--- src/rtl/color_freq_emulator.sv ---
// color_freq_emulator: sensor end of the colour-sensor link, emitting a square wave whose
// half-period is the selected channel's value scaled by the scale select. `COLOR_EMU_JITTER_EN adds LFSR jitter.
module color_freq_emulator #(
  parameter int          HP_W       = 16,
  parameter int          SETTLE_CYC = 100,
  parameter logic [15:0] LFSR_SEED  = 16'hACE1
) (
  input  logic            clk,
  input  logic            rst_n,
  input  logic [1:0]      scale,
  input  logic [1:0]      filter,
  input  logic [HP_W-1:0] red_hp,
  input  logic [HP_W-1:0] blue_hp,
  input  logic [HP_W-1:0] green_hp,
  input  logic [HP_W-1:0] clear_hp,
  output logic            sensorFreq,
  output logic            settling,
  output logic [31:0]     edge_cnt
);

  localparam int HPE_W = HP_W + 6;
  localparam int SC_W  = (SETTLE_CYC > 2) ? $clog2(SETTLE_CYC) : 1;

  typedef enum logic [1:0] {
    IDLE_S   = 2'd0,
    SETTLE_S = 2'd1,
    RUN_S    = 2'd2
  } state_t;

  state_t           state_q, state_d;
  logic [1:0]       scale_q, scale_prev_q;
  logic [1:0]       filter_q, filter_prev_q;
  logic [SC_W-1:0]  settle_cnt_q, settle_cnt_d;
  logic [HPE_W-1:0] hp_cnt_q, hp_cnt_d;
  logic [HPE_W-1:0] hpe_q, hpe_d;
  logic             freq_q, freq_d;
  logic             settling_q;
  logic [31:0]      edge_cnt_q, edge_cnt_d;

  logic [HP_W-1:0]  hp_sel_s;
  logic [5:0]       mult_s;
  logic [HPE_W-1:0] hpe_s;
  logic [HPE_W-1:0] hpe_lat_s;
  logic             zero_s;
  logic             change_s;
  logic             toggle_s;

  // Select pipeline: a change is the registered select differing from its previous registered value.
  always_ff @(posedge clk or negedge rst_n) begin
    if (!rst_n) begin
      scale_q       <= 2'b00;
      scale_prev_q  <= 2'b00;
      filter_q      <= 2'b00;
      filter_prev_q <= 2'b00;
    end else begin
      scale_prev_q  <= scale_q;
      scale_q       <= scale;
      filter_prev_q <= filter_q;
      filter_q      <= filter;
    end
  end

  // Channel and multiplier selection from the registered selects.
  always_comb begin
    hp_sel_s = clear_hp;
    mult_s   = 6'd0;
    case (filter_q)
      2'b00:   hp_sel_s = red_hp;
      2'b01:   hp_sel_s = blue_hp;
      2'b11:   hp_sel_s = green_hp;
      default: hp_sel_s = clear_hp;
    endcase
    case (scale_q)
      2'b11:   mult_s = 6'd1;
      2'b10:   mult_s = 6'd5;
      2'b01:   mult_s = 6'd50;
      default: mult_s = 6'd0;
    endcase
  end

  assign hpe_s    = HPE_W'(hp_sel_s) * HPE_W'(mult_s);
  assign zero_s   = (scale_q == 2'b00) || (hp_sel_s == {HP_W{1'b0}});
  assign change_s = (scale_q != scale_prev_q) || (filter_q != filter_prev_q);
  assign toggle_s = (state_q == RUN_S) && (hp_cnt_q == (hpe_q - HPE_W'(1)));

`ifdef COLOR_EMU_JITTER_EN
  logic [15:0] lfsr_q, lfsr_d;

  function automatic logic [15:0] lfsr_next(input logic [15:0] l);
    return {l[14:0], l[15] ^ l[13] ^ l[12] ^ l[10]};
  endfunction

  function automatic logic [HPE_W-1:0] jitter_adj(input logic [HPE_W-1:0] h, input logic [15:0] l);
    logic [HPE_W-1:0] r;
    r = h;
    if (l[0] && !l[1]) begin
      r = h + HPE_W'(1);
    end else if (l[0] && l[1] && (h != HPE_W'(1))) begin
      r = h - HPE_W'(1);
    end else begin
      r = h;
    end
    return r;
  endfunction

  assign hpe_lat_s = jitter_adj(hpe_s, lfsr_q);
  assign lfsr_d    = (toggle_s && !zero_s) ? lfsr_next(lfsr_q) : lfsr_q;

  // Jitter LFSR steps once per emitted toggle.
  always_ff @(posedge clk or negedge rst_n) begin
    if (!rst_n) begin
      lfsr_q <= LFSR_SEED;
    end else begin
      lfsr_q <= lfsr_d;
    end
  end
`else
  logic unused_seed_s;
  assign unused_seed_s = ^LFSR_SEED;
  assign hpe_lat_s     = hpe_s;
`endif

  // Next-state logic; power-down/zero beats a select change, which beats the natural transition.
  always_comb begin
    state_d      = state_q;
    settle_cnt_d = settle_cnt_q;
    hp_cnt_d     = hp_cnt_q;
    hpe_d        = hpe_q;
    freq_d       = freq_q;
    edge_cnt_d   = edge_cnt_q;
    case (state_q)
      IDLE_S: begin
        freq_d       = 1'b0;
        state_d      = SETTLE_S;
        settle_cnt_d = {SC_W{1'b0}};
      end
      SETTLE_S: begin
        if (settle_cnt_q == SC_W'(SETTLE_CYC - 1)) begin
          state_d  = RUN_S;
          hp_cnt_d = {HPE_W{1'b0}};
          hpe_d    = hpe_lat_s;
        end else begin
          settle_cnt_d = settle_cnt_q + SC_W'(1);
        end
      end
      RUN_S: begin
        if (toggle_s) begin
          freq_d     = ~freq_q;
          hp_cnt_d   = {HPE_W{1'b0}};
          hpe_d      = hpe_lat_s;
          edge_cnt_d = freq_q ? edge_cnt_q : (edge_cnt_q + 32'd1);
        end else begin
          hp_cnt_d = hp_cnt_q + HPE_W'(1);
        end
      end
      default: begin
        state_d = IDLE_S;
        freq_d  = 1'b0;
      end
    endcase
    state_d      = zero_s ? IDLE_S : (change_s ? SETTLE_S : state_d);
    settle_cnt_d = (!zero_s && change_s) ? {SC_W{1'b0}} : settle_cnt_d;
    freq_d       = zero_s ? 1'b0 : freq_d;
    edge_cnt_d   = zero_s ? edge_cnt_q : edge_cnt_d;
  end

  // State and output registers.
  always_ff @(posedge clk or negedge rst_n) begin
    if (!rst_n) begin
      state_q      <= IDLE_S;
      settle_cnt_q <= {SC_W{1'b0}};
      hp_cnt_q     <= {HPE_W{1'b0}};
      hpe_q        <= {HPE_W{1'b0}};
      freq_q       <= 1'b0;
      settling_q   <= 1'b0;
      edge_cnt_q   <= 32'd0;
    end else begin
      state_q      <= state_d;
      settle_cnt_q <= settle_cnt_d;
      hp_cnt_q     <= hp_cnt_d;
      hpe_q        <= hpe_d;
      freq_q       <= freq_d;
      settling_q   <= (state_d == SETTLE_S);
      edge_cnt_q   <= edge_cnt_d;
    end
  end

  assign sensorFreq = freq_q;
  assign settling   = settling_q;
  assign edge_cnt   = edge_cnt_q;

endmodule

--- config.mk ---
export PLATFORM = sky130hd
export DESIGN_NAME = color_freq_emulator
export DESIGN_NICKNAME = d
export VERILOG_FILES = /design/src/rtl/color_freq_emulator.sv
export SDC_FILE = /design/constraint.sdc
export NUM_CORES = 1
export LEC_CHECK = 0
export ABC_AREA = 1
export ABC_CLOCK_PERIOD_IN_PS = 8000
export CAP_MARGIN = 20
export CORE_AREA = 2 2 157 198
export CTS_CLUSTER_SIZE = 24
export DETAILED_ROUTE_END_ITERATION = 10
export DIE_AREA = 0 0 159 200
export PLACE_DENSITY = 0.53
export SYNTH_ARGS = -nofsm -noshare
export SYNTH_HDL_FRONTEND = slang
export SYNTH_SLANG_ARGS = --single-unit
export TNS_END_PERCENT = 10
--- constraint.sdc ---
create_clock -name clk -period 8 [get_ports clk]
set_input_delay 0.8 -clock clk [delete_from_list [all_inputs] [get_ports clk]]
set_output_delay 0.8 -clock clk [all_outputs]
set_load 0.02 [all_outputs]
==> results.py, run 1 <==
metrics = {
    "status": {
        "status": "finished clean",
    },
    "sta": {
        "maxSlewViolCount": 0,
        "timing.fmax_mhz": 184,
        "fin_setup_tns_ps": 0,
        "fin_crit_ps": 5430,
        "finalHoldViolCount": 0,
        "finClkSkew_ps": 18.4,
        "period_share_pct": 67.9,
        "relSlewSlack_pct": 31.9,
        "setup_viol": 0,
        "worstMarginPinSlew_ps": 1020,
        "rsz0062_at_grt": "false",
    },
    "clock_network": {
        "cts_hold_buf": 0,
        "htree_levels": 3,
        "cts_tree": "yes",
        "cts_buffers": 9,
        "cts_setup_buffers": 0,
        "clk_path_buf_depth": 2,
        "clockRootBuffer": "clkbuf_16",
        "cts-resized-gates": 0,
        "cts_sinks": 95,
        "insertion_delay_ps": 370,
        "path_clk_slew_ps": 90,
    },
    "power_and_ir_drop": {
        "p_sw_share_pct": 41.9,
        "comb_power_share_pct": 41.3,
        "power.internal_mw": 1.04,
        "ir_drop_mv": 0.110,
        "p_leak_nw": 5.13,
        "p_per_area_mw_per_mm2": 169,
        "power_frac_seq_pct": 33.6,
        "p_sw_mw": 0.752,
        "power.total_mw": 1.79,
        "p_clk_share_pct": 25.1,
    },
    "setup_path": {
        "endpoint_kind": "flop",
        "path_max_fanout": 21,
        "cp_top_family": "adder cells",
        "critical_path_buf_inv_count": 2,
        "critPathSlowestCell": "dfrtp_1",
        "worstPathRequired_ps": 8250,
        "cp_cell_sequence": "nor2_2 > nand2_1 > nand3_1 > o21ai_1 > nor2_1 > inv_1 > fa_1 > fa_1 > fa_1 > inv_1 > ha_1 > a21oi_1 > nand2_1 > a21oi_1 > o21ai_0 > a21oi_1 > o21ai_0 > nand2_1 > nand2_1 > nand3_1 > nand2_1",
        "worst_path_largest_cell_delay_ps": 630,
        "crit_top_cell": "nand2_1",
        "worstSetupStartpointType": "flop",
        "arrival_ps": 5680,
        "path_class": "flop to flop",
    },
    "logic_synthesis": {
        "synth_top_area_share_pct": 26.8,
        "ys_ff_latch": 95,
        "synth_edf_count": 0,
        "synth_commonest_cells": "nand2_1, inv_1, nor2_1, nand3_1, dfrtp_1",
        "synth_nets": 1429,
        "synth_async_sr_flop_share_pct": 100,
        "syn_inst": 1267,
        "synth.most_common_cell": "nand2_1",
        "synth_seq_area_share_pct": 26.8,
        "synth-main-ff-cell": "dfrtp_1",
        "avgSynthCellArea_sq_um": 7.01,
        "synth_area_sq_mm": 0.00889,
        "synthTopCellsByArea": "dfrtp_1, nand2_1, fa_1",
        "yosys_warnings": 0,
        "yosys.area.top_type": "dfrtp_1",
        "synth_cell_types": 42,
    },
    "final_layout": {
        "fin_cells": 1763,
        "drive_gt1_share_pct": 3.30,
        "insertedDiodeCount": 0,
        "syn_to_final_growth_pct": 19.6,
        "final_nets": 1519,
    },
    "grt": {
        "grt_pass1_vias": 8188,
        "antenna_found_initial": 0,
        "grt_first_pass_wirelength_mm": 39.1,
        "overflow": 0,
        "grt_usage_pct": 15.0,
        "grt_max_degree": 78,
    },
    "routing": {
        "routed_wl_mm": 23.4,
        "route.detailed.drc": 0,
        "route.detailed.vias_per_inst": 4.64,
        "wl_per_cell_microns": 13.3,
        "drtIter0Drc": 335,
        "via_count": 8175,
        "dr.pass1.iters": 5,
        "ant_nets": 0,
    },
    "place": {
        "place_inst": 1745,
        "dp_hpwl_mm": 18.9,
        "port_buffers": 103,
        "gp_congestion": 0.900,
    },
    "floorplan": {
        "rows": 71,
        "dieHeight_microns": 200,
        "io-pin-count": 104,
        "die_w_microns": 159,
        "core_region_area_sq_mm": 0.0298,
        "dieArea_sq_mm": 0.0318,
        "start_util_pct": 29.8,
    },
    "flow_run": {
        "drv_cap": 0,
    },
    "hold_path": {
        "hold_path.class": "input port to async pin",
    },
}
==> per-layer routing <==
metal	part of all wire [%]	vias to the layer above	wire length, microns	track usage, %
li1	-	4208	-	-
met1	42	3766	9830	16.6
met2	52	159	12100	28.9
met3	3.3	42	775	2.62
met4	2.7	0	639	5.05
met5	0	-	0	0
==> worst paths after layout <==
check / to / startpoint / slack [ps] / depth (start not counted)
hold / removal: edge_cnt[24]$_DFFE_PN0P_ / rst_n / 290 / 1
setup reg to reg: hpe_q[17]$_DFFE_PN0P_ / filter_q[1]$_DFF_PN0_ / 2570 / 21
hold reg to reg: scale_prev_q[0]$_DFF_PN0_ / scale_q[0]$_DFF_PN0_ / 490 / 0
min in group clk: scale_prev_q[0]$_DFF_PN0_ / scale_q[0]$_DFF_PN0_ / 490 / 0
max in group asynchronous: hpe_q[13]$_DFFE_PN0P_ / rst_n / 6850 / 3
setup / recovery: hpe_q[17]$_DFFE_PN0P_ / filter_q[1]$_DFF_PN0_ / 2570 / 21
==> power groups by stage <==
stage          sequential [mW]  clock [mW]  combinational [mW]
2_1_floorplan            0.594           0               0.568
3_3_place_gp             0.611           0               0.735
3_5_place_dp             0.612           0               0.744
4_1_cts                  0.603       0.468               0.748
5_1_grt                  0.613       0.484               0.858
6_report                 0.603       0.450               0.741
==> state kept, by name (all words and copies together), names as in the netlist <==
register and count:
filter_q 2, scale_q 2, filter_prev_q 2, sensorFreq 1, scale_prev_q 2, hp_cnt_q 22
edge_cnt 32, state_q 2, settle_cnt_q 7, hpe_q 22, settling 1
==> placed cells by master, fill, tap and decap left out, types with 6 or more instances in the layout <==
cell / instances
nor3_1: 26
nand2_1: 335
o21ai_0: 43
clkbuf_16: 9
ha_1: 55
nor2_1: 133
dfrtp_1: 95
a21oi_1: 39
nand4_1: 14
o22ai_1: 8
nand2_2: 8
clkdlybuf4s50_1: 102
nand3b_1: 6
inv_1: 178
xnor2_1: 25
xor2_1: 56
fa_1: 37
nand3_1: 108
o21ai_1: 31
nor4_1: 8
==> cell families after synthesis <==
family	share of synthesized area, %
compound gates	8.27
simple gates	31.5
xor+xnor	7.98
flops	26.8
buf+inv	9.43
fa+ha+maj	16.1
==> stage by stage <==
stage / hold slack, ps / cell area, sq um / util [%] / setup slack [ps]
2_1_floorplan: 373 / 8890 / - / 3490
3_3_place_gp: 484 / 10300 / 34.4 / 2640
3_5_place_dp: 485 / 10300 / 34.4 / 2520
4_1_cts: 288 / 10600 / 35.5 / 2560
5_1_grt: 292 / 10600 / 35.6 / 2130
6_report: 290 / 10600 / 35.6 / 2570
==> final cells by class <==
type / count / area [sq um]
flip-flops and latches: 95 / 2380
fillers: 3279 / 19200
well taps: 401 / 502
inverters: 181 / 679
repair buffers: 107 / 1090
clock buffers: 9 / 225
multi-input cells: 963 / 5670
clock inverters: 7 / 83.8
Note: power is estimated with default switching activity, not from simulation.
==> inputs of run 2 (changes only) <==
--- a/config.mk
+++ b/config.mk
@@ -6,13 +6,13 @@
 export NUM_CORES = 1
 export LEC_CHECK = 0
 export ABC_AREA = 1
-export ABC_CLOCK_PERIOD_IN_PS = 8000
+export ABC_CLOCK_PERIOD_IN_PS = 4700
 export CAP_MARGIN = 20
 export CORE_AREA = 2 2 157 198
 export CTS_CLUSTER_SIZE = 24
 export DETAILED_ROUTE_END_ITERATION = 10
 export DIE_AREA = 0 0 159 200
-export PLACE_DENSITY = 0.53
+export PLACE_DENSITY = 0.54
 export SYNTH_ARGS = -nofsm -noshare
 export SYNTH_HDL_FRONTEND = slang
 export SYNTH_SLANG_ARGS = --single-unit
==> constraint.sdc (replaced) <==
create_clock -name clk -period 4.7 [get_ports clk]
set_input_delay 0.47 -clock clk [delete_from_list [all_inputs] [get_ports clk]]
set_output_delay 0.47 -clock clk [all_outputs]
set_load 0.02 [all_outputs]
==> results.py, run 2 (same netlist as run 1, synthesis figures left out) <==
metrics = {
    "sta": {
        "period_share_pct": 96.2,
        "maxSlewViolCount": 0,
        "finalHoldViolCount": 0,
        "setup_viol": 0,
        "timing.fmax_mhz": 221,
        "fin_crit_ps": 4520,
        "worstMarginPinSlew_ps": 1000,
        "hold_ws_ps": 250,
        "rsz0062_at_grt": "true",
        "relSlewSlack_pct": 33.0,
        "setup_slack_ps": 180,
        "finClkSkew_ps": 13.9,
    },
    "grt": {
        "grt_first_pass_wirelength_mm": 39.5,
        "grt_max_degree": 69,
        "overflow": 0,
        "antenna_found_initial": 0,
        "grt_busiest_layer": "met2",
        "grt_usage_pct": 15.0,
        "use_met1_pct": 16.3,
        "grt_use_met3_pct": 2.17,
        "grt_pass1_vias": 8488,
        "grt_util_met2_pct": 30.0,
    },
    "place": {
        "placed_area_sq_mm": 0.0108,
        "port_buffers": 103,
        "dp_hpwl_mm": 19.1,
        "dp_slack_ps": -294,
        "gp_congestion": 0.871,
    },
    "floorplan": {
        "dieArea_sq_mm": 0.0318,
        "start_util_pct": 29.8,
        "io-pin-count": 104,
        "dieHeight_microns": 200,
        "core_region_area_sq_mm": 0.0298,
        "die_w_microns": 159,
        "rows": 71,
    },
    "routing": {
        "wl_per_cell_microns": 12.8,
        "route.detailed.vias_per_inst": 4.57,
        "via_count": 8348,
        "route.detailed.drc": 0,
        "drtIter0Drc": 258,
        "ant_nets": 0,
        "routed_wl_mm": 23.3,
        "dr.pass1.iters": 5,
    },
    "final_layout": {
        "drive_gt1_share_pct": 8.76,
        "final_nets": 1584,
        "final_cell_area_sq_mm": 0.0112,
        "mostFrequentLayoutCells": "nand2_1, inv_1, nor2_1",
        "n_fill_cell": 3214,
        "syn_to_final_growth_pct": 25.7,
        "mostFrequentLayoutCell": "nand2_1",
        "seq_area_sq_mm": 0.00238,
        "insertedDiodeCount": 0,
        "largest_reg_flops": 32,
        "multiInputGateArea_sq_mm": 0.00573,
    },
    "power_and_ir_drop": {
        "power.total_mw": 3.16,
        "p_per_area_mw_per_mm2": 283,
        "ir_drop_mv": 0.196,
        "p_leak_nw": 5.44,
    },
    "clock_network": {
        "clk_path_buf_depth": 2,
        "clockRootBuffer": "clkbuf_16",
        "insertion_delay_ps": 360,
        "cts_sinks": 95,
        "cts_tree": "yes",
        "htree_levels": 3,
        "cts_buffers": 9,
        "path_clk_slew_ps": 70,
    },
    "setup_path": {
        "path_max_fanout": 10,
        "arrival_ps": 4740,
        "critical_path_buf_inv_count": 8,
        "cp_cell_sequence": "nor2_1 > inv_1 > buf_4 > nor2_1 > inv_1 > fa_1 > inv_1 > fa_1 > inv_1 > fa_1 > inv_1 > ha_1 > a21oi_2 > o21ai_0 > a21oi_1 > o21ai_2 > buf_4 > buf_4 > xnor2_1 > o21ai_1",
        "worst_path_largest_cell_delay_ps": 540,
        "ff2ff_setup_slack_ps": 180,
        "crit_top_cell": "inv_1",
        "cp_top_family": "adder cells",
        "worstSetupStartpointType": "flop",
        "critPathSlowestCell": "fa_1",
        "endpoint_kind": "flop",
        "path_class": "flop to flop",
        "worstPathRequired_ps": 4920,
    },
    "status": {
        "status": "finished clean",
    },
    "hold_path": {
        "hold_path.class": "input port to async pin",
    },
    "flow_run": {
        "drv_cap": 0,
    },
}
## run 2: cell types whose count changed in the layout (fill, tap and decap cells not counted), sizes merged
cell and delta:
inv -1, buf +65, clkinvlp +2, clkinv -1
## run 2: area by class of cell
cell class / count / area share, %
Clock inverter: 7 / 0.605
Timing Repair Buffer: 172 / 14.2
Inverter: 181 / 6.11
Tap cell: 401 / 4.49
Sequential cell: 95 / 21.3
Clock buffer: 9 / 2.02
Multi-Input combinational cell: 963 / 51.3
## run 2: final timing paths
| kind | startpoint | to | cells past startpoint |
|---|---|---|---|
| worst max-delay path | scale_q[1]$_DFF_PN0_ | hpe_q[16]$_DFFE_PN0P_ | 20 |
| worst min-delay path | rst_n | hp_cnt_q[20]$_DFFE_PN0P_ | 1 |
| worst max register to register | scale_q[1]$_DFF_PN0_ | hpe_q[16]$_DFFE_PN0P_ | 20 |
| worst min register to register | scale_q[0]$_DFF_PN0_ | scale_prev_q[0]$_DFF_PN0_ | 1 |
| max in group asynchronous | rst_n | filter_q[0]$_DFF_PN0_ | 2 |
| min in group clk | scale_q[0]$_DFF_PN0_ | scale_prev_q[0]$_DFF_PN0_ | 1 |
## run 2: metal layers
| layer | vias to the layer above | share of wire, % |
|---|---|---|
| met3 | 33 | 3.1 |
| met2 | 169 | 53 |
| li1 | 4340 | - |
| met1 | 3806 | 41 |
| met5 | - | 0 |
| met4 | 0 | 2.5 |
## run 2: worst reg2reg max path: stages, from the launching register on
cell     delay (ps)
dfrtp_1         380
nor2_1          320
inv_1           180
buf_4           210
nor2_1          190
inv_1            90
fa_1            540
inv_1            50
fa_1            470
inv_1            50
fa_1            520
inv_1            40
ha_1            340
a21oi_2         180
o21ai_0         100
a21oi_1         170
o21ai_2         110
buf_4           140
buf_4           120
xnor2_1         120
o21ai_1          80
## run 2: through the flow
stage / utilization [%] / TNS [ps] / instances
floorplan: - / 0 / 1267
global placement: 36.1 / -479 / 1810
detailed placement: 36.1 / -884 / 1810
CTS: 37.1 / 0 / 1826
global route: 37.4 / -163 / 1828
finish: 37.4 / 0 / 1828
## run 2: power by group
group          switching (mW)  internal (mW)
sequential              0.119          0.904
combinational           0.807          0.594
clock                   0.363          0.372
total                    1.29           1.87
## run 2: timing repair
item,CTS,global route
buffers inserted,0,2
endpoints found under the setup margin,6,12
pin swaps,0,7
hold buffers,0,0
gates resized for setup,4,22
==> inputs of run 3 (changes only) <==
--- a/config.mk
+++ b/config.mk
@@ -7,9 +7,8 @@
 export LEC_CHECK = 0
 export ABC_AREA = 1
 export ABC_CLOCK_PERIOD_IN_PS = 4700
-export CAP_MARGIN = 20
 export CORE_AREA = 2 2 157 198
-export CTS_CLUSTER_SIZE = 24
+export CTS_CLUSTER_SIZE = 14
 export DETAILED_ROUTE_END_ITERATION = 10
 export DIE_AREA = 0 0 159 200
 export PLACE_DENSITY = 0.54
==> constraint.sdc (replaced) <==
create_clock -name clk -period 4.7 [get_ports clk]
set_input_delay 0.47 -clock clk [delete_from_list [all_inputs] [get_ports clk]]
set_output_delay 0.47 -clock clk [all_outputs]
set_load 0.01 [all_outputs]
==> results of run 3 <==
Same layout as run 2 (identical final DEF). Status: finished clean.
